$ cat config.mk
export PLATFORM = sky130hd
export DESIGN_NAME = rsa_key_setup
export DESIGN_NICKNAME = d
export VERILOG_FILES = /design/src/rtl/rsa_pkg.sv /design/src/rtl/rsa_seq_div.sv /design/src/rtl/rsa_key_setup.sv
export SDC_FILE = /design/constraint.sdc
export NUM_CORES = 2
export LEC_CHECK = 0
export ABC_AREA = 1
export CORE_MARGIN = 2
export CORE_UTILIZATION = 30
export CTS_BUF_LIST = sky130_fd_sc_hd__clkbuf_8
export DETAILED_ROUTE_END_ITERATION = 8
export DONT_BUFFER_PORTS = 1
export GPL_ROUTABILITY_DRIVEN = 0
export GPL_TIMING_DRIVEN = 1
export PLACE_DENSITY_LB_ADDON = 0.12
export SYNTH_ARGS = -nofsm -noshare
export SYNTH_HDL_FRONTEND = slang
export SYNTH_SLANG_ARGS = --single-unit
$ cat constraint.sdc
create_clock -name clk -period 14.49 [get_ports clk]
set_clock_uncertainty 0.1 [all_clocks]
set_input_delay 4.347 -clock clk [delete_from_list [all_inputs] [get_ports clk]]
set_output_delay 4.347 -clock clk [all_outputs]
set_load 0.01 [all_outputs]
$ cat src/rtl/rsa_pkg.sv
// Shared definitions for the RSA key-setup stage: default widths, FSM
// state encoding and the sequential divider latency.
// Optional feature macro: RSA_KEYGEN_SELFCHECK_EN adds the SELFCHK state.
package rsa_pkg;

  localparam int PW_DEF  = 16;
  localparam int NW_DEF  = 2 * PW_DEF;
  // One quotient bit per cycle, so the divider latency equals its width.
  localparam int DIV_LAT = NW_DEF;

  typedef enum logic [2:0] {
    IDLE,
    CHECK,
    DIV,
    WAIT,
    UPDATE,
    FINAL,
    DONE
`ifdef RSA_KEYGEN_SELFCHECK_EN
    , SELFCHK
`endif
  } state_t;

endpackage

$ cat src/rtl/rsa_seq_div.sv
// Restoring unsigned sequential divider. The first quotient bit is
// resolved on the start edge, so done pulses exactly W cycles after start.
// A zero divisor never reaches this block.
module rsa_seq_div
  import rsa_pkg::*;
#(
  parameter int W = DIV_LAT
) (
  input  logic         clk,
  input  logic         rst,
  input  logic         start,
  input  logic [W-1:0] dividend,
  input  logic [W-1:0] divisor,
  output logic [W-1:0] quot,
  output logic [W-1:0] rem,
  output logic         done
);

  localparam int CW = $clog2(W + 1);

  logic [W-1:0]  rem_q, quo_q, dsr_q;
  logic [CW-1:0] cnt;
  logic          active;

  logic [W-1:0]  src_rem, src_quo, src_dsr, nxt_rem, nxt_quo;
  logic [W:0]    trial;
  logic          qbit;

  // One restoring step; on the start cycle it works straight from the inputs.
  always_comb begin
    src_rem = start ? '0       : rem_q;
    src_quo = start ? dividend : quo_q;
    src_dsr = start ? divisor  : dsr_q;
    trial   = {src_rem, src_quo[W-1]};
    if (trial >= {1'b0, src_dsr}) begin
      nxt_rem = W'(trial - {1'b0, src_dsr});
      qbit    = 1'b1;
    end else begin
      nxt_rem = trial[W-1:0];
      qbit    = 1'b0;
    end
    nxt_quo = {src_quo[W-2:0], qbit};
  end

  // Step counter and done pulse.
  always_ff @(posedge clk) begin
    if (rst) begin
      active <= 1'b0;
      done   <= 1'b0;
      cnt    <= '0;
    end else begin
      done <= 1'b0;
      if (start) begin
        active <= 1'b1;
        cnt    <= CW'(1);
      end else if (active) begin
        cnt <= cnt + CW'(1);
        if (cnt == CW'(W - 1)) begin
          active <= 1'b0;
          done   <= 1'b1;
        end
      end
    end
  end

  // Partial remainder / quotient shift register and latched divisor.
  always_ff @(posedge clk) begin
    if (start || active) begin
      rem_q <= nxt_rem;
      quo_q <= nxt_quo;
    end
    if (start) dsr_q <= divisor;
  end

  assign quot = quo_q;
  assign rem  = rem_q;

endmodule

$ cat src/rtl/rsa_key_setup.sv
// RSA key setup: n = p*q and d = e^-1 mod phi(n) via iterative extended
// Euclid on a shared sequential divider; flags unusable key material.
// Optional feature macro: RSA_KEYGEN_SELFCHECK_EN verifies (e*d) mod phi == 1
// before reporting the key.
module rsa_key_setup
  import rsa_pkg::*;
#(
  parameter int PW = PW_DEF
) (
  input  logic            clk,
  input  logic            rst,
  input  logic            start,
  input  logic [PW-1:0]   p,
  input  logic [PW-1:0]   q,
  input  logic [2*PW-1:0] ext_e,
  output logic            busy,
  output logic            done,
  output logic [2*PW-1:0] n,
  output logic [2*PW-1:0] e_o,
  output logic [2*PW-1:0] d,
  output logic            invalid
);

  localparam int NW = 2 * PW;
  localparam int TW = NW + 2;

  // Bring a Bezout coefficient in (-phi, phi) into [0, phi).
  function automatic logic [NW-1:0] wrap_mod(input logic signed [TW-1:0] tv,
                                              input logic [NW-1:0] m);
    return tv[TW-1] ? NW'(tv + $signed({2'b00, m})) : NW'(tv);
  endfunction

`ifdef RSA_KEYGEN_SELFCHECK_EN
  // One MSB-first step of the modular product: (2*acc + b*e) mod m.
  function automatic logic [NW-1:0] mod_dbl_add(input logic [NW-1:0] acc,
                                                 input logic b,
                                                 input logic [NW-1:0] e,
                                                 input logic [NW-1:0] m);
    logic [NW:0] s;
    s = {acc, 1'b0};
    if (s >= {1'b0, m}) s = s - {1'b0, m};
    if (b) begin
      s = s + {1'b0, e};
      if (s >= {1'b0, m}) s = s - {1'b0, m};
    end
    return s[NW-1:0];
  endfunction

  localparam int SCW = $clog2(NW + 2);
  logic [NW-1:0]  sc_acc, sc_bits;
  logic [SCW-1:0] sc_cnt;
`endif

  state_t state;

  logic [PW-1:0]          p_r, q_r;
  logic [NW-1:0]          n_c, phi, r_prev, r_cur, d_c;
  logic signed [TW-1:0]   t_prev, t_cur, prod;
  logic                   inv_c;

  logic [PW-1:0]          pm1, qm1;
  logic [NW-1:0]          n_calc, phi_calc;
  logic                   bad;

  logic                   div_start, div_done;
  logic [NW-1:0]          div_quot, div_rem;

  // Key screening arithmetic for the CHECK cycle.
  always_comb begin
    pm1      = p_r - PW'(1);
    qm1      = q_r - PW'(1);
    n_calc   = NW'(p_r) * NW'(q_r);
    phi_calc = NW'(pm1) * NW'(qm1);
    bad      = (p_r < PW'(2)) || (q_r < PW'(2)) || (p_r == q_r) ||
               (e_o < NW'(2)) || (e_o >= phi_calc);
  end

  // quot*t wraps to the signed coefficient width.
  assign prod      = $signed({2'b00, div_quot}) * t_cur;
  assign div_start = (state == DIV);

  rsa_seq_div #(
    .W (NW)
  ) u_div (
    .clk      (clk),
    .rst      (rst),
    .start    (div_start),
    .dividend (r_prev),
    .divisor  (r_cur),
    .quot     (div_quot),
    .rem      (div_rem),
    .done     (div_done)
  );

  // Key-setup FSM with registered outputs.
  always_ff @(posedge clk) begin
    if (rst) begin
      state   <= IDLE;
      busy    <= 1'b0;
      done    <= 1'b0;
      invalid <= 1'b0;
      n       <= '0;
      e_o     <= '0;
      d       <= '0;
    end else begin
      done <= 1'b0;
      case (state)
        IDLE: begin
          busy <= 1'b0;
          if (start && !busy) begin
            p_r     <= p;
            q_r     <= q;
            e_o     <= ext_e;
            n       <= '0;
            d       <= '0;
            invalid <= 1'b0;
            busy    <= 1'b1;
            state   <= CHECK;
          end
        end
        CHECK: begin
          n_c    <= n_calc;
          phi    <= phi_calc;
          inv_c  <= bad;
          r_prev <= phi_calc;
          r_cur  <= e_o;
          t_prev <= '0;
          t_cur  <= TW'(1);
          state  <= bad ? DONE : DIV;
        end
        DIV: state <= WAIT;
        WAIT: if (div_done) state <= UPDATE;
        UPDATE: begin
          r_prev <= r_cur;
          r_cur  <= div_rem;
          t_prev <= t_cur;
          t_cur  <= t_prev - prod;
          state  <= (div_rem == '0) ? FINAL : DIV;
        end
        FINAL: begin
          d_c <= wrap_mod(t_prev, phi);
          if (r_prev != NW'(1)) begin
            inv_c <= 1'b1;
            state <= DONE;
          end else begin
`ifdef RSA_KEYGEN_SELFCHECK_EN
            sc_acc  <= '0;
            sc_bits <= wrap_mod(t_prev, phi);
            sc_cnt  <= '0;
            state   <= SELFCHK;
`else
            state   <= DONE;
`endif
          end
        end
`ifdef RSA_KEYGEN_SELFCHECK_EN
        SELFCHK: begin
          sc_cnt <= sc_cnt + SCW'(1);
          if (sc_cnt < SCW'(NW)) begin
            sc_acc  <= mod_dbl_add(sc_acc, sc_bits[NW-1], e_o, phi);
            sc_bits <= sc_bits << 1;
          end else if (sc_cnt == SCW'(NW + 1)) begin
            if (sc_acc != NW'(1)) inv_c <= 1'b1;
            state <= DONE;
          end
        end
`endif
        DONE: begin
          done    <= 1'b1;
          n       <= n_c;
          invalid <= inv_c;
          d       <= inv_c ? '0 : d_c;
          state   <= IDLE;
        end
        default: state <= IDLE;
      endcase
    end
  end

endmodule

-- After elaboration in Yosys (flattened, before gate mapping)
Cells that the tools add are included.
- input port bits: 67
- register bits: 467
- output and inout bits: 99
- muxes and demuxes: 31
- equality and inequality tests: 12
- $lt $le $gt $ge: 5
- reduce and logical (&&, ||, !) cells: 23
- bitwise operators: 2
- multiply operators: 3
- add/subtract/negate cells: 6
- operators with widths (cell ; count):
    one-hot mux 32 bit (2 select lines) ; 4
    two-way mux 32 bit ; 7
    one-hot mux 34 bit (2 select lines) ; 2
    multiplier 16 x 16 -> 32 bit ; 2
    multiplier 33 x 34 -> 34 bit ; 1
    subtractor 34 bit ; 1
    greater-or-equal comparator 33 x 32 -> 1 bit ; 1
    adder 32 bit ; 1
    greater-or-equal comparator 32 bit ; 1
    zero test 32 bit ; 1
    < comparator 16 x 2 -> 1 bit, second input constant ; 2
    < comparator 32 x 2 -> 1 bit, second input constant ; 1
    != test 32 x 1 -> 1 bit, second input constant ; 1
    subtractor 16 x 1 -> 16 bit, second input constant ; 2
    subtractor 32 bit ; 1
    one-hot mux 3 bit (6 select lines) ; 1
    == test 16 bit ; 1
    two-way mux 3 bit ; 4
    AND reduction 2 bit ; 6
    two-way mux 1 bit ; 11
    == test 3 bit, second input constant ; 3
    nonzero test 2 bit ; 4
    adder 6 x 1 -> 6 bit, second input constant ; 1
    == test 3 x 2 -> 1 bit, second input constant ; 2
    other kinds (13) ; 21

-- Longest topological paths before layout
- depth after elaboration: 7
- depth in mapped cells: 44
- gate-level depth less buffers: 42

-- By module
A second synthesis with hierarchy kept.
- cell total of the unflattened synthesis: 7396
- area, all modules: 60389.2 um^2
- modules (own cells, without submodules) (module ; seq. area each (um^2) ; area an instance (um^2) ; cells each ; times used):
    rsa_key_setup ; 9879.5 ; 53303.6 ; 6385 ; 1
    rsa_seq_div ; 2722.6 ; 7085.5 ; 1011 ; 1

-- Worst setup path before layout
No wires, ideal clock.
- kind: input to register
- start point: input port rst
- end point: register r_cur[0], enable pin
- path slack: 2.583 ns
- data arrival time: 11.138 ns
- required time: 13.721 ns
- stages: 3
- library setup time: 0.669 ns
- path through: clkbuf_1 clkbuf_1 o22ai_1
- longest elaborated chain between the ends: 2
- ends and longest elaborated chain (element ; line ; source):
    start, declared ; rsa_key_setup.sv:11 ; input logic rst,
    NOT 1 bit (no source line) ; - ;
    AND reduction 2 bit (no source line) ; - ;
    end signal, assigned ; rsa_key_setup.sv:126 ; r_cur <= e_o;
    end signal, assigned ; rsa_key_setup.sv:135 ; r_cur <= div_rem;
    end, declared ; rsa_key_setup.sv:57 ; logic [NW-1:0] n_c, phi, r_prev, r_cur, d_c;
No other way between the ends.
A chain may end at the register's enable or synchronous reset.

-- Worst setup path in the final report
- start point: register p_r[2]
- end point: register inv_c (data pin)
- longest elaborated chain between the ends: 6
- elaborated cells between the ends (all ways): 10
- ends and longest elaborated chain (element ; line ; source):
    start, declared ; rsa_key_setup.sv:56 ; logic [PW-1:0] p_r, q_r;
    start signal, assigned ; rsa_key_setup.sv:111 ; p_r <= p;
    branches (longest 4 deep; another with multiplier 16 x 16 -> 32 bit) ; - ;
    logical OR 1 bit * ; rsa_key_setup.sv:75 ; (e_o < NW'(2)) || (e_o >= phi_calc);
    one-hot mux 1 bit (2 select lines) * ; rsa_key_setup.sv:107 ; case (state)
    end signal, assigned ; rsa_key_setup.sv:124 ; inv_c <= bad;
    end signal, assigned ; rsa_key_setup.sv:143 ; inv_c <= 1'b1;
    end, declared ; rsa_key_setup.sv:59 ; logic inv_c;
Every way passes the cells marked *.

==> metrics.cfg <==
[cells_and_area]
multiInputGateArea_sq_um = 39450
layout-drive-gt1-share = 0.04595
regArea_sq_um = 12600
syn_to_final_growth_pct = 8.196
nets = 8639
fin_util = 0.3273
fillers = 21160

[setup_path]
cp-end-kind = flop
critical_path.max_fanout = 20
cp-start-kind = flop
cpMaxStageDelayCell = edfxtp_1
cp.arrival_ns = 9.80
crit_type = reg2reg
crit_path_frequent_cell = nand2_1
required_ns = 14.91
cpPeakStageDelay_ns = 0.95

[sta]
fin_setup_tns_ns = 0
fmax_mhz = 106.6
hold_violations = 0
tightest_slew_ns = 1.177
period_share = 0.6477
maxSlewViolCount = 0
timing.slew.headroom = 0.2156
setup_viol = 0
fin_crit_ns = 9.385
rsz0062_at_grt = false

[floorplanning]
die_w_um = 450.6
die_area_sq_um = 203000
row_count = 163
core_sq_um = 197800
initial_utilization = 0.3025
die_h_um = 450.6
io_pins = 166

[global_route]
antenna_found_initial = 13
grt_max_degree = 70
gr-total-overflow = 0
grt_usage = 0.1986
grt_pass1_wl_mm = 306.6
grt_pass1_vias = 48990

[outcome]
status = finished, final reports clean

[placement]
hpwl_mm = 157.8
portBuffers = 0

[clock_network]
htree_levels = 3
cts_sinks = 467
cts_root_buf = clkbuf_8
hold_buffers = 0
cts_buffers = 88
cts_tree = done
cts_resized = 0
cts_setup_buffers = 0
clkLatencyLatePin_ns = 0.80
cts_buffer_depth = 3
clkTransAtPathRegs_ns = 0.06

[yosys]
synth_fp_nets = 8744
synth.avg_cell_area_sq_um = 8.198
synth_cell_types = 66
syn_inst = 7299
synthArstFlopShare = 0
synth-seq-area-share = 0.2106
synth-seq-cells = 467
synthesis.area_sq_um = 59840
yosys_most_used_dff = edfxtp_1
yosysWarnings = 0
synth_edf_count = 325

[detailed_routing]
drc = 0
initialDrtViolationCount = 3005
viasPerCell = 4.670
dr.pass1.iters = 6
vias = 46290
wl_per_cell_um = 20.15
ant_nets = 0
wl_mm = 199.8

[job]
maxCapViolations = 0

[worst_hold_path]
hold_class = reg2reg

flip-flops by register name (all words and copies together), names as in the netlist, 32 cells and up:
signal / cells
t_cur: 34
u_div.rem: 32
phi: 32
d_c: 32
r_cur: 32
u_div.dsr_q: 32
u_div.quot: 32
d: 32
n: 32
e_o: 32
t_prev: 34
r_prev: 32
n_c: 32
per-stage QoR:
| step | instance area (sq um) | std cells | hold WS, ns | setup slack, ns |
|---|---|---|---|---|
| floorplan | 59840 | 7299 | 0.3324 | 2.583 |
| CTS | 64740 | 9909 | 0.3552 | 5.159 |
| detailed placement | 62770 | 9744 | 0.3387 | 5.233 |
| global placement | 62770 | 9744 | 0.3388 | 5.519 |
| finish | 64740 | 9912 | 0.3533 | 5.105 |
| global route | 64740 | 9910 | 0.3710 | 4.584 |
Yosys cell counts (34+ instances only):
cell type,count,area [sq um]
or2_2,54,337.8
dfxtp_1,142,2843
a21oi_1,250,1251
fa_1,891,17840
ha_1,487,6093
nor2_1,419,1573
buf_1,41,153.9
o21ai_0,249,1246
nand4_1,39,244.0
clkbuf_1,228,855.8
nand3_1,156,780.8
nor4_1,34,212.7
edfxtp_1,325,9759
inv_1,1777,6670
nor3_1,41,205.2
xor2_1,82,718.2
nand2_1,1790,6719
per-layer routing:
layer	global-route usage	up-vias	wire length, um
li1	-	21820	-
met2	0.3495	969	99200
met1	0.2614	23300	88300
met4	0.04186	6	3887
met3	0.02214	198	8339
met5	0	-	37
placed cells by master, fill, tap and decap left out, types with 5 or more instances in the layout:
cell type,count
inv_1,1806
nand2_1,1788
fa_1,891
ha_1,487
nor2_1,413
edfxtp_1,325
a21oi_1,250
o21ai_0,249
nand3_1,156
dfxtp_1,142
clkbuf_8,110
buf_4,90
xor2_1,82
or2_2,54
nor3_1,41
nand4_1,39
nor4_1,34
a32o_1,32
xnor2_1,29
o21bai_1,27
a31oi_1,25
a21o_1,23
o21a_1,18
inv_2,13
clkinv_1,13
a221oi_1,11
nand2_2,10
nand3b_1,9
a21boi_0,7
o21ai_1,7
bufinv_16,7
nor2_4,6
o221ai_1,6
a211oi_1,6
a21oi_2,5
worst max-delay path, delay by kind of cell, from the launching register on:
family                     cells  cell delay (ns)
adders and majority gates      8             3.58
AOI/OAI and AO/OA              3             0.52
buffers and inverters          4             0.66
DFF                            1             0.95
and+or+nand+nor               21             3.28
cells by family after synthesis:
kind of cell               after synthesis  synth area share
AOI/OAI and AO/OA                      687           0.06735
buffers and inverters                 2081            0.1313
and+or+nand+nor                       2571            0.1734
DFF                                    467            0.2106
xor gates and xnor gates               113           0.01708
adders and majority gates             1378            0.3999
muxes                                    2         0.0003346
final timing paths:
check | from | endpoint | slack (ns) | depth (start not counted)
worst min register to register | n_c[4] | n[4] | 0.35 | 1
worst max-delay path | p_r[2] | inv_c | 5.11 | 36
worst min-delay path | n_c[4] | n[4] | 0.35 | 1
worst max register to register | p_r[2] | inv_c | 5.11 | 36
area by class of cell:
| class | instances | area share |
|---|---|---|
| multi-input combinational | 4751 | 0.6093 |
| antenna | 3 | 0.0001160 |
| timing repair buffer | 90 | 0.01044 |
| clock buffer | 110 | 0.02338 |
| inverter | 1796 | 0.1042 |
| sequential | 467 | 0.1946 |
| clock inverter | 55 | 0.006957 |
| tap | 2640 | 0.05102 |
Power is left out: the tool's default activity adds up to more than one toggle a clock period on the data nets, which glitch-free logic cannot reach.
